## config.mk

```make
export PLATFORM = sky130hd
export DESIGN_NAME = stopwatch_sequencer
export DESIGN_NICKNAME = d
export VERILOG_FILES = /design/src/rtl/stopwatch_sequencer.sv
export SDC_FILE = /design/constraint.sdc
export NUM_CORES = 1
export LEC_CHECK = 0
export CAP_MARGIN = 20
export CORE_MARGIN = 5
export CORE_UTILIZATION = 45
export CTS_CLUSTER_DIAMETER = 40
export DETAILED_ROUTE_END_ITERATION = 16
export PLACE_DENSITY_LB_ADDON = 0.08
export SKIP_CTS_REPAIR_TIMING = 1
export SYNTH_ARGS = -nofsm -noshare
export SYNTH_HDL_FRONTEND = slang
export SYNTH_SLANG_ARGS = --single-unit
```

## constraint.sdc

```tcl
create_clock -name clk -period 4.6 [get_ports clk]
set_input_delay 0.92 -clock clk [delete_from_list [all_inputs] [get_ports clk]]
set_output_delay 0.92 -clock clk [all_outputs]
set_load 0.05 [all_outputs]
```

## src/rtl/stopwatch_sequencer.sv

```systemverilog
// Stopwatch control sequencer: turns debounced button levels into run/halt/split
// control. Generates the count tick and clear pulse for the external BCD counter
// and owns the display hold register.
module stopwatch_sequencer #(
    parameter int TICK_DIV = 500000,
    parameter int DIV_W    = 19
) (
    input  logic        clk,
    input  logic        reset,
    input  logic        start,
    input  logic        stop,
    input  logic        split,
    input  logic        zero,
    input  logic [15:0] live_time,
    output logic        count_en,
    output logic        count_clr,
    output logic [15:0] displayed_time,
    output logic        led
);

    localparam logic [1:0] ST_IDLE  = 2'd0;
    localparam logic [1:0] ST_RUN   = 2'd1;
    localparam logic [1:0] ST_SPLIT = 2'd2;
    localparam logic [1:0] ST_HALT  = 2'd3;

    localparam logic [DIV_W-1:0] DIV_LAST = DIV_W'(TICK_DIV - 1);
    localparam logic [DIV_W-1:0] DIV_ONE  = DIV_W'(1);

    logic [1:0]       state_q, state_d;
    logic [DIV_W-1:0] div_q, div_d;
    logic [3:0]       btn_q, btn_d;
    logic             armed_q, armed_d;
    logic             count_en_q, count_en_d;
    logic             count_clr_q, count_clr_d;
    logic [15:0]      disp_q, disp_d;
    logic             led_q, led_d;

    logic [3:0] btn_now;
    logic [3:0] rise;
    logic       ev_zero, ev_stop, ev_split, ev_start;
    logic       running_d;

    // Rising-edge detect with fixed priority zero > stop > split > start.
    // The first cycle after reset is blanked so a button held through reset
    // does not look like a fresh press (history is cleared by reset).
    always_comb begin
        btn_now  = {zero, stop, split, start};
        rise     = btn_now & ~btn_q & {4{armed_q}};
        ev_zero  = rise[3];
        ev_stop  = rise[2] & ~rise[3];
        ev_split = rise[1] & ~(|rise[3:2]);
        ev_start = rise[0] & ~(|rise[3:1]);
        btn_d    = btn_now;
        armed_d  = 1'b1;
    end

    // Next state and clear request; lower-priority edges are simply dropped.
    always_comb begin
        state_d     = state_q;
        count_clr_d = 1'b0;
        case (state_q)
            ST_IDLE: begin
                if (ev_zero) begin
                    count_clr_d = 1'b1;
                end else if (ev_start) begin
                    state_d = ST_RUN;
                end
            end
            ST_RUN: begin
                if (ev_stop) begin
                    state_d = ST_HALT;
                end else if (ev_split) begin
                    state_d = ST_SPLIT;
                end
            end
            ST_SPLIT: begin
                if (ev_stop) begin
                    state_d = ST_HALT;
                end else if (ev_split) begin
                    state_d = ST_RUN;
                end
            end
            ST_HALT: begin
                if (ev_zero) begin
                    state_d     = ST_IDLE;
                    count_clr_d = 1'b1;
                end else if (ev_start) begin
                    state_d = ST_RUN;
                end
            end
            default: state_d = ST_IDLE;
        endcase
    end

    // Tick divider: advances only when the next state is timing, so a stop
    // landing on the wrap edge leaves the wrap pending for the resume.
    always_comb begin
        running_d  = (state_d == ST_RUN) || (state_d == ST_SPLIT);
        div_d      = div_q;
        count_en_d = 1'b0;
        if (running_d) begin
            if (div_q == DIV_LAST) begin
                div_d      = '0;
                count_en_d = 1'b1;
            end else begin
                div_d = div_q + DIV_ONE;
            end
        end else if (count_clr_d || (state_d == ST_IDLE)) begin
            div_d = '0;
        end
        led_d = running_d;
    end

    // Display register doubles as the split hold: load live_time on split
    // entry, hold while in SPLIT, otherwise track live_time.
    always_comb begin
        if (state_d == ST_SPLIT) begin
            if (state_q != ST_SPLIT) begin
                disp_d = live_time;
            end else begin
                disp_d = disp_q;
            end
        end else begin
            disp_d = live_time;
        end
    end

    // State and output registers with synchronous reset.
    always_ff @(posedge clk) begin
        if (reset) begin
            state_q     <= ST_IDLE;
            div_q       <= '0;
            btn_q       <= '0;
            armed_q     <= 1'b0;
            count_en_q  <= 1'b0;
            count_clr_q <= 1'b0;
            disp_q      <= 16'h0000;
            led_q       <= 1'b0;
        end else begin
            state_q     <= state_d;
            div_q       <= div_d;
            btn_q       <= btn_d;
            armed_q     <= armed_d;
            count_en_q  <= count_en_d;
            count_clr_q <= count_clr_d;
            disp_q      <= disp_d;
            led_q       <= led_d;
        end
    end

    assign count_en       = count_en_q;
    assign count_clr      = count_clr_q;
    assign displayed_time = disp_q;
    assign led            = led_q;

endmodule
```

-- Yosys cells after proc, flatten, opt, wreduce, memory -nomap -nowiden
Index checks and enable logic that the tools add are counted.
- div/mod/pow operators: 0
- $mul: 0
- $add $sub $neg: 1
- magnitude comparators: 0
- mux-type cells: 17
- equality and inequality tests: 8
- shift operators: 0
- reduce and logical (&&, ||, !) cells: 9
- bitwise operators: 10
- operators by type and width (kind ; number):
    $mux 19 ; 3
    $mux 16 ; 2
    $add 19x1->19 const B ; 1
    $eq 19x19->1 const B ; 1
    $mux 2 ; 7
    $and 4x4->4 ; 2
    $pmux 2 s4 ; 1
    $eq 2x2->1 const B ; 3
    $reduce_or 2->1 ; 3
    $eq 2x1->1 const B ; 2
    $logic_not 2->1 ; 2
    $mux 1 ; 4
    $not 1->1 ; 4
    $not 4->4 ; 1
    $and 1x1->1 ; 3
    $reduce_or 3->1 ; 1
    $logic_or 1x1->1 ; 2
    $ne 2x1->1 const B ; 1
    $ne 2x2->1 const B ; 1
    $reduce_bool 2->1 ; 1
- RAM bits: 0
- latch bits: 0
- bits of input ports: 22
- output and inout port bits: 19
- word-level logic and storage cells: 53
- register bits after elaboration: 45
- bits in read-only memories: 0
- memories: 0

-- Depth between registers and ports, before layout
- depth in word-level cells: 13
- mapped depth: 14
- gate-level depth less buffers: 12

-- Worst setup path before layout
OpenSTA, ideal clock, no wires.
- path type: in2reg
- start point: in split
- end point: reg div_q[5]
- arrival time: 2.886 ns
- buffers on the path: 2
- setup time: 0.133 ns
- stages: 12
- data required time: 4.467 ns
- setup slack: 1.581 ns
- cells stage by stage: nor2b_1 > o21a_1 > o21a_1 > o22a_1 > ha_1 > or2_2 > clkbuf_1 > inv_1 > buf_6 > and2_2 > a22oi_1 > o31ai_1
- longest elaborated chain between the ends: 11
- elaborated cells on any way between the ends: 21
- those cells by class: eq/ne (2); mux (9); bitwise (5); reduce/logical (5)
- ends and longest elaborated chain (element ; RTL line ; RTL):
    start: declaration ; 12 ; input logic split,
    $and 4x4->4 (*) (2 in a row) ; 48 ; rise = btn_now & ~btn_q & {4{armed_q}};
    $reduce_or 3->1 ; 52 ; ev_start = rise[0] & ~(|rise[3:1]);
    $not 1->1 ; 52 ;
    $and 1x1->1 ; 52 ;
    $mux 2 ; 65, 87 ;
    $mux 2, on equally long branches ; 84, 63 ;
    $pmux 2 s4 (*) ; 61 ; case (state_q)
    $eq 2x1->1 (tied with other cells) ; 98 ; running_d = (state_d == ST_RUN) || (state_d == ST_SPLIT);
    $logic_or 1x1->1, on equally long branches ; 98, 108 ;
    $mux 19 / $reduce_bool 2->1 (equally long branches) ; -- ;
    end signal: assignment ; 141 ; div_q <= div_d;
    end: declaration ; 30 ; logic [DIV_W-1:0] div_q, div_d;
Every way passes the cells marked *; elsewhere a longest branch is shown, timed or not.
A chain may end at the register's enable or synchronous reset.

-- Final worst setup path
- start point: in zero
- end point: reg div_q[5]
- longest elaborated chain between the ends: 11
- elaborated cells on any way between the ends: 27
- those cells by class: eq/ne (2); mux (11); bitwise (8); reduce/logical (6)
- ends and longest elaborated chain (element ; RTL line ; RTL):
    start: declaration ; 13 ; input logic zero,
    $and 4x4->4 (*) (2 in a row) ; 48 ;
    $reduce_or 3->1 / $reduce_or 2->1 (equally long branches) ; 52, 51 ;
    $not 1->1, on equally long branches ; 52, 51 ;
    $and 1x1->1, on equally long branches ; 52, 51 ;
    $mux 2, on equally long branches (2 in a row) ; -- ;
    $pmux 2 s4 ; 61 ;
    $eq 2x1->1 (tied with other cells) ; 98 ;
    $logic_or 1x1->1, on equally long branches ; 98, 108 ;
    $mux 19 / $reduce_bool 2->1 (equally long branches) ; -- ;
Marks and branches as above.

==> impl_summary.log <==
INFO  metric run_status = completed
INFO  metric most-common-layout-cells = sky130_fd_sc_hd__nand2_1 (53), sky130_fd_sc_hd__dfxtp_1 (45), sky130_fd_sc_hd__clkdlybuf4s50_1 (40)
INFO  metric number_of_nets_in_the_final_layout = 330
INFO  metric maximum_number_of_pins_on_one_net_before_global_route_repair = 24
INFO  metric fin_worst_hold_slack = 450 ps
INFO  metric internal_power = 551 uW
INFO  metric dieArea = 6530 sq um
INFO  metric power_frac_seq = 54.3%
INFO  metric grt_pass1_vias = 1736
INFO  metric placement.io_buffers = 40
INFO  metric reported_net_switching_power = 198 uW
INFO  metric ctsHtreeMaxLevel = 2
INFO  metric crit_path_cell_trace = clkdlybuf4s50_1 -> nand3b_1 -> o211a_1 -> o21ai_0 -> o22a_1 -> ha_1 -> or2_2 -> inv_1 -> o21ai_1 -> o31ai_1
INFO  metric drt-initial-drc-count = 137
INFO  metric crit_family = compound AO/OA/AOI/OAI gates
INFO  metric clock_power_share = 32.1%
INFO  metric worstSetupEndpointType = register
INFO  metric most_frequent_standard_cell_in_the_layout_excluding_fill_and_tap_cells = sky130_fd_sc_hd__nand2_1
INFO  metric crit-reg2reg-capture = div_q[5]
INFO  metric timing.setup.critical_path_class = input pin to register
INFO  metric drt_wl_total = 5190 microns
INFO  metric slew_headroom = 57.8%
INFO  metric number_of_storage_elements_in_the_synthesis_netlist = 45
INFO  metric async_reset_ff_share = 0%
INFO  metric max_stage_delay = 500 ps
INFO  metric drt_pass1_iterations = 4
INFO  metric critical_path_peak_fanout = 12
INFO  metric floorplan.initialDensity = 47.2%
INFO  metric worstPathBufferInverterCount = 2
INFO  metric final.period_utilization = 79.8%
INFO  metric reg2reg_depth = 9
INFO  metric synthDistinctLibCells = 52
INFO  metric drc_errors = 0
INFO  metric wire_length_of_the_first_global_routing_pass = 8620 microns
INFO  metric synthCells = 270
INFO  metric power-per-cell-area = 275 nW/um^2
INFO  metric worstHoldPathCells = 2
INFO  metric fin_tns_setup = 0 ps
INFO  metric detailed_place_hpwl = 3710 microns
INFO  metric gr-usage-all-layers = 16.8%
INFO  metric comb_power_share = 13.6%
INFO  metric peakVddDrop = 132 uV
INFO  metric synth_net_count = 299
INFO  metric power.static_leakage = 1.05 nW
INFO  metric die_w = 80.8 microns
INFO  metric beginning_of_the_worst_register_to_register_path = armed_q
INFO  metric ff_to_ff_setup_slack = 1610 ps
INFO  metric num_rows = 25
INFO  metric clock_slew_seen_by_the_registers_of_the_worst_setup_and_hold_paths = 90 ps
INFO  metric cts_tree = yes
INFO  metric hold_path.startpoint = displayed_time[14]
INFO  metric gp_congestion = 0.867
INFO  metric routed-via-count = 1995
INFO  metric slew_viol_final = 0
INFO  metric finalCriticalPeriod = 3670 ps
INFO  metric cp-start-kind = input pin
INFO  metric switching_share_of_power = 26.5%
INFO  metric synth_seq_area_share = 39.9%
INFO  metric report.final.setup_viol = 0
INFO  metric finalHoldViolCount = 0
INFO  metric wire_per_inst = 14.1 microns
INFO  metric final_design_area_no_fill = 2730 sq um
INFO  metric number_of_enable_flip_flop_cells_after_synthesis = 0
INFO  metric pre_cts_ws = 620 ps
INFO  metric antenna_left = 0
INFO  metric yosysWarningCount = 0
INFO  metric io_pins = 41
INFO  metric achievable-frequency = 0.273 GHz
INFO  metric post_synth_instance_area = 2260 sq um
INFO  metric grt-ovfl-total = 0
INFO  metric worst-slew-pin-transition = 628 ps
INFO  metric fp.dieH = 80.8 microns
INFO  metric core_area = 4790 sq um
INFO  metric placement.cell_area = 2640 sq um
INFO  metric clk_root_buffer_cell = sky130_fd_sc_hd__clkbuf_8
INFO  metric crit_path_top_delay_cell = sky130_fd_sc_hd__clkdlybuf4s50_1
INFO  metric per_instance_average_area_after_synthesis = 8.36 sq um
INFO  metric antenna_found_initial = 0
INFO  metric numCtsBuffers = 5
INFO  metric design_power_total = 750 uW
INFO  metric ctsLongestPathBuffers = 2
INFO  metric filler_cell_count = 457
INFO  metric area_growth = 20.7%
INFO  metric ys_dominant_reg_cell = sky130_fd_sc_hd__dfxtp_1
INFO  metric final_layout_size_suffix_gt1_share = 6.62%
INFO  metric final_critical_path_setup_slack = 931 ps
INFO  metric clock_insertion_delay_worst_skew = 300 ps
INFO  metric min_to = displayed_time[14]
INFO  metric via_count_normalized_by_instance_count = 5.41
INFO  metric critPathRequiredTime = 4820 ps
INFO  metric number_of_antenna_repair_diodes = 0
INFO  metric cts_sinks = 45
INFO  metric max-cap-violations = 0
INFO  metric critical_path_arrival = 3890 ps
INFO  metric rsz_0062_raised_after_global_routing = false
INFO  metric hold_path_class = register to register
INFO  metric worst_clock_skew = 9.53 ps
[worst register-to-register path: stages (launching register included)]
cell and delay [ps]:
sky130_fd_sc_hd__dfxtp_1 430, sky130_fd_sc_hd__nand3b_1 220, sky130_fd_sc_hd__o211a_1 200, sky130_fd_sc_hd__o21ai_0 250, sky130_fd_sc_hd__o22a_1 220, sky130_fd_sc_hd__ha_1 300, sky130_fd_sc_hd__or2_2 390, sky130_fd_sc_hd__inv_1 300
sky130_fd_sc_hd__o21ai_1 320, sky130_fd_sc_hd__o31ai_1 300
[worst max-delay path by stage]
stage / from / endpoint / cells past startpoint
CTS: zero / div_q[5] / 10
global route: zero / div_q[4] / 10
detailed placement: zero / div_q[5] / 10
floorplan: split / div_q[5] / 12
finish: zero / div_q[5] / 10
global placement: split / div_q[5] / 10
[metrics by stage]
stage / utilization, % / std cells
6_report: 56.9 / 369
5_1_grt: 56.9 / 369
4_1_cts: 56.9 / 369
3_5_place_dp: 55.2 / 361
3_3_place_gp: 55.2 / 361
2_1_floorplan: - / 270
[synthesized netlist by cell type, types with 4 or more instances]
cell type / instances / area (sq um)
sky130_fd_sc_hd__a21oi_1: 21 / 105
sky130_fd_sc_hd__nand4_1: 8 / 50.1
sky130_fd_sc_hd__buf_6: 5 / 56.3
sky130_fd_sc_hd__nor2_1: 4 / 15.0
sky130_fd_sc_hd__clkbuf_1: 8 / 30.0
sky130_fd_sc_hd__nand3_1: 11 / 55.1
sky130_fd_sc_hd__dfxtp_1: 45 / 901
sky130_fd_sc_hd__o21ai_0: 11 / 55.1
sky130_fd_sc_hd__nand2_1: 53 / 199
sky130_fd_sc_hd__ha_1: 7 / 87.6
sky130_fd_sc_hd__and2_1: 4 / 25.0
sky130_fd_sc_hd__inv_1: 9 / 33.8
sky130_fd_sc_hd__and4_1: 5 / 43.8
sky130_fd_sc_hd__nor2b_1: 7 / 43.8
sky130_fd_sc_hd__or3_1: 6 / 37.5
[cells by family (layout without fill, tap and decap cells)]
logic type	after synthesis	count (layout)	synth area share (%)
AND/OR/NAND/NOR	125	125	29.7
AO/OA/AOI/OAI	61	61	17.7
flip-flops	45	45	39.9
buffers and inverters	26	58	6.26
adder cells (fa/ha/maj)	7	7	3.88
XOR/XNOR	3	3	1.16
multiplexers	3	3	1.39
[metal layers]
metal  share of wire [%]  GRT usage [%]
met1                  47           24.2
met3                 6.4           3.22
met2                  45           24.5
met5                   0              0
met4                 1.5           6.59
[power groups by stage]
stage | registers [mW] | logic, mW | clock network [mW]
floorplan | 0.445 | 0.0330 | 0
global placement | 0.416 | 0.102 | 0
detailed placement | 0.416 | 0.103 | 0
CTS | 0.407 | 0.103 | 0.249
global route | 0.409 | 0.110 | 0.268
finish | 0.407 | 0.102 | 0.240
[registers in the layout, indices dropped and copies added, names as in the netlist]
name / count
div_q: 19
displayed_time: 16
btn_q: 4
state_q: 2
armed_q: 1
count_clr: 1
count_en: 1
led: 1
[cell type report]
| type | instances | area [sq um] | share of cell area, % |
|---|---|---|---|
| Tap cell | 67 | 83.8 | 3.08 |
| Clock inverter | 1 | 7.51 | 0.275 |
| Sequential cell | 45 | 901 | 33.1 |
| Multi-Input combinational cell | 199 | 1210 | 44.6 |
| Inverter | 9 | 33.8 | 1.24 |
| Timing Repair Buffer | 41 | 408 | 15.0 |
| Clock buffer | 7 | 76.3 | 2.80 |
No activity file was read; power rests on OpenSTA's default activity.
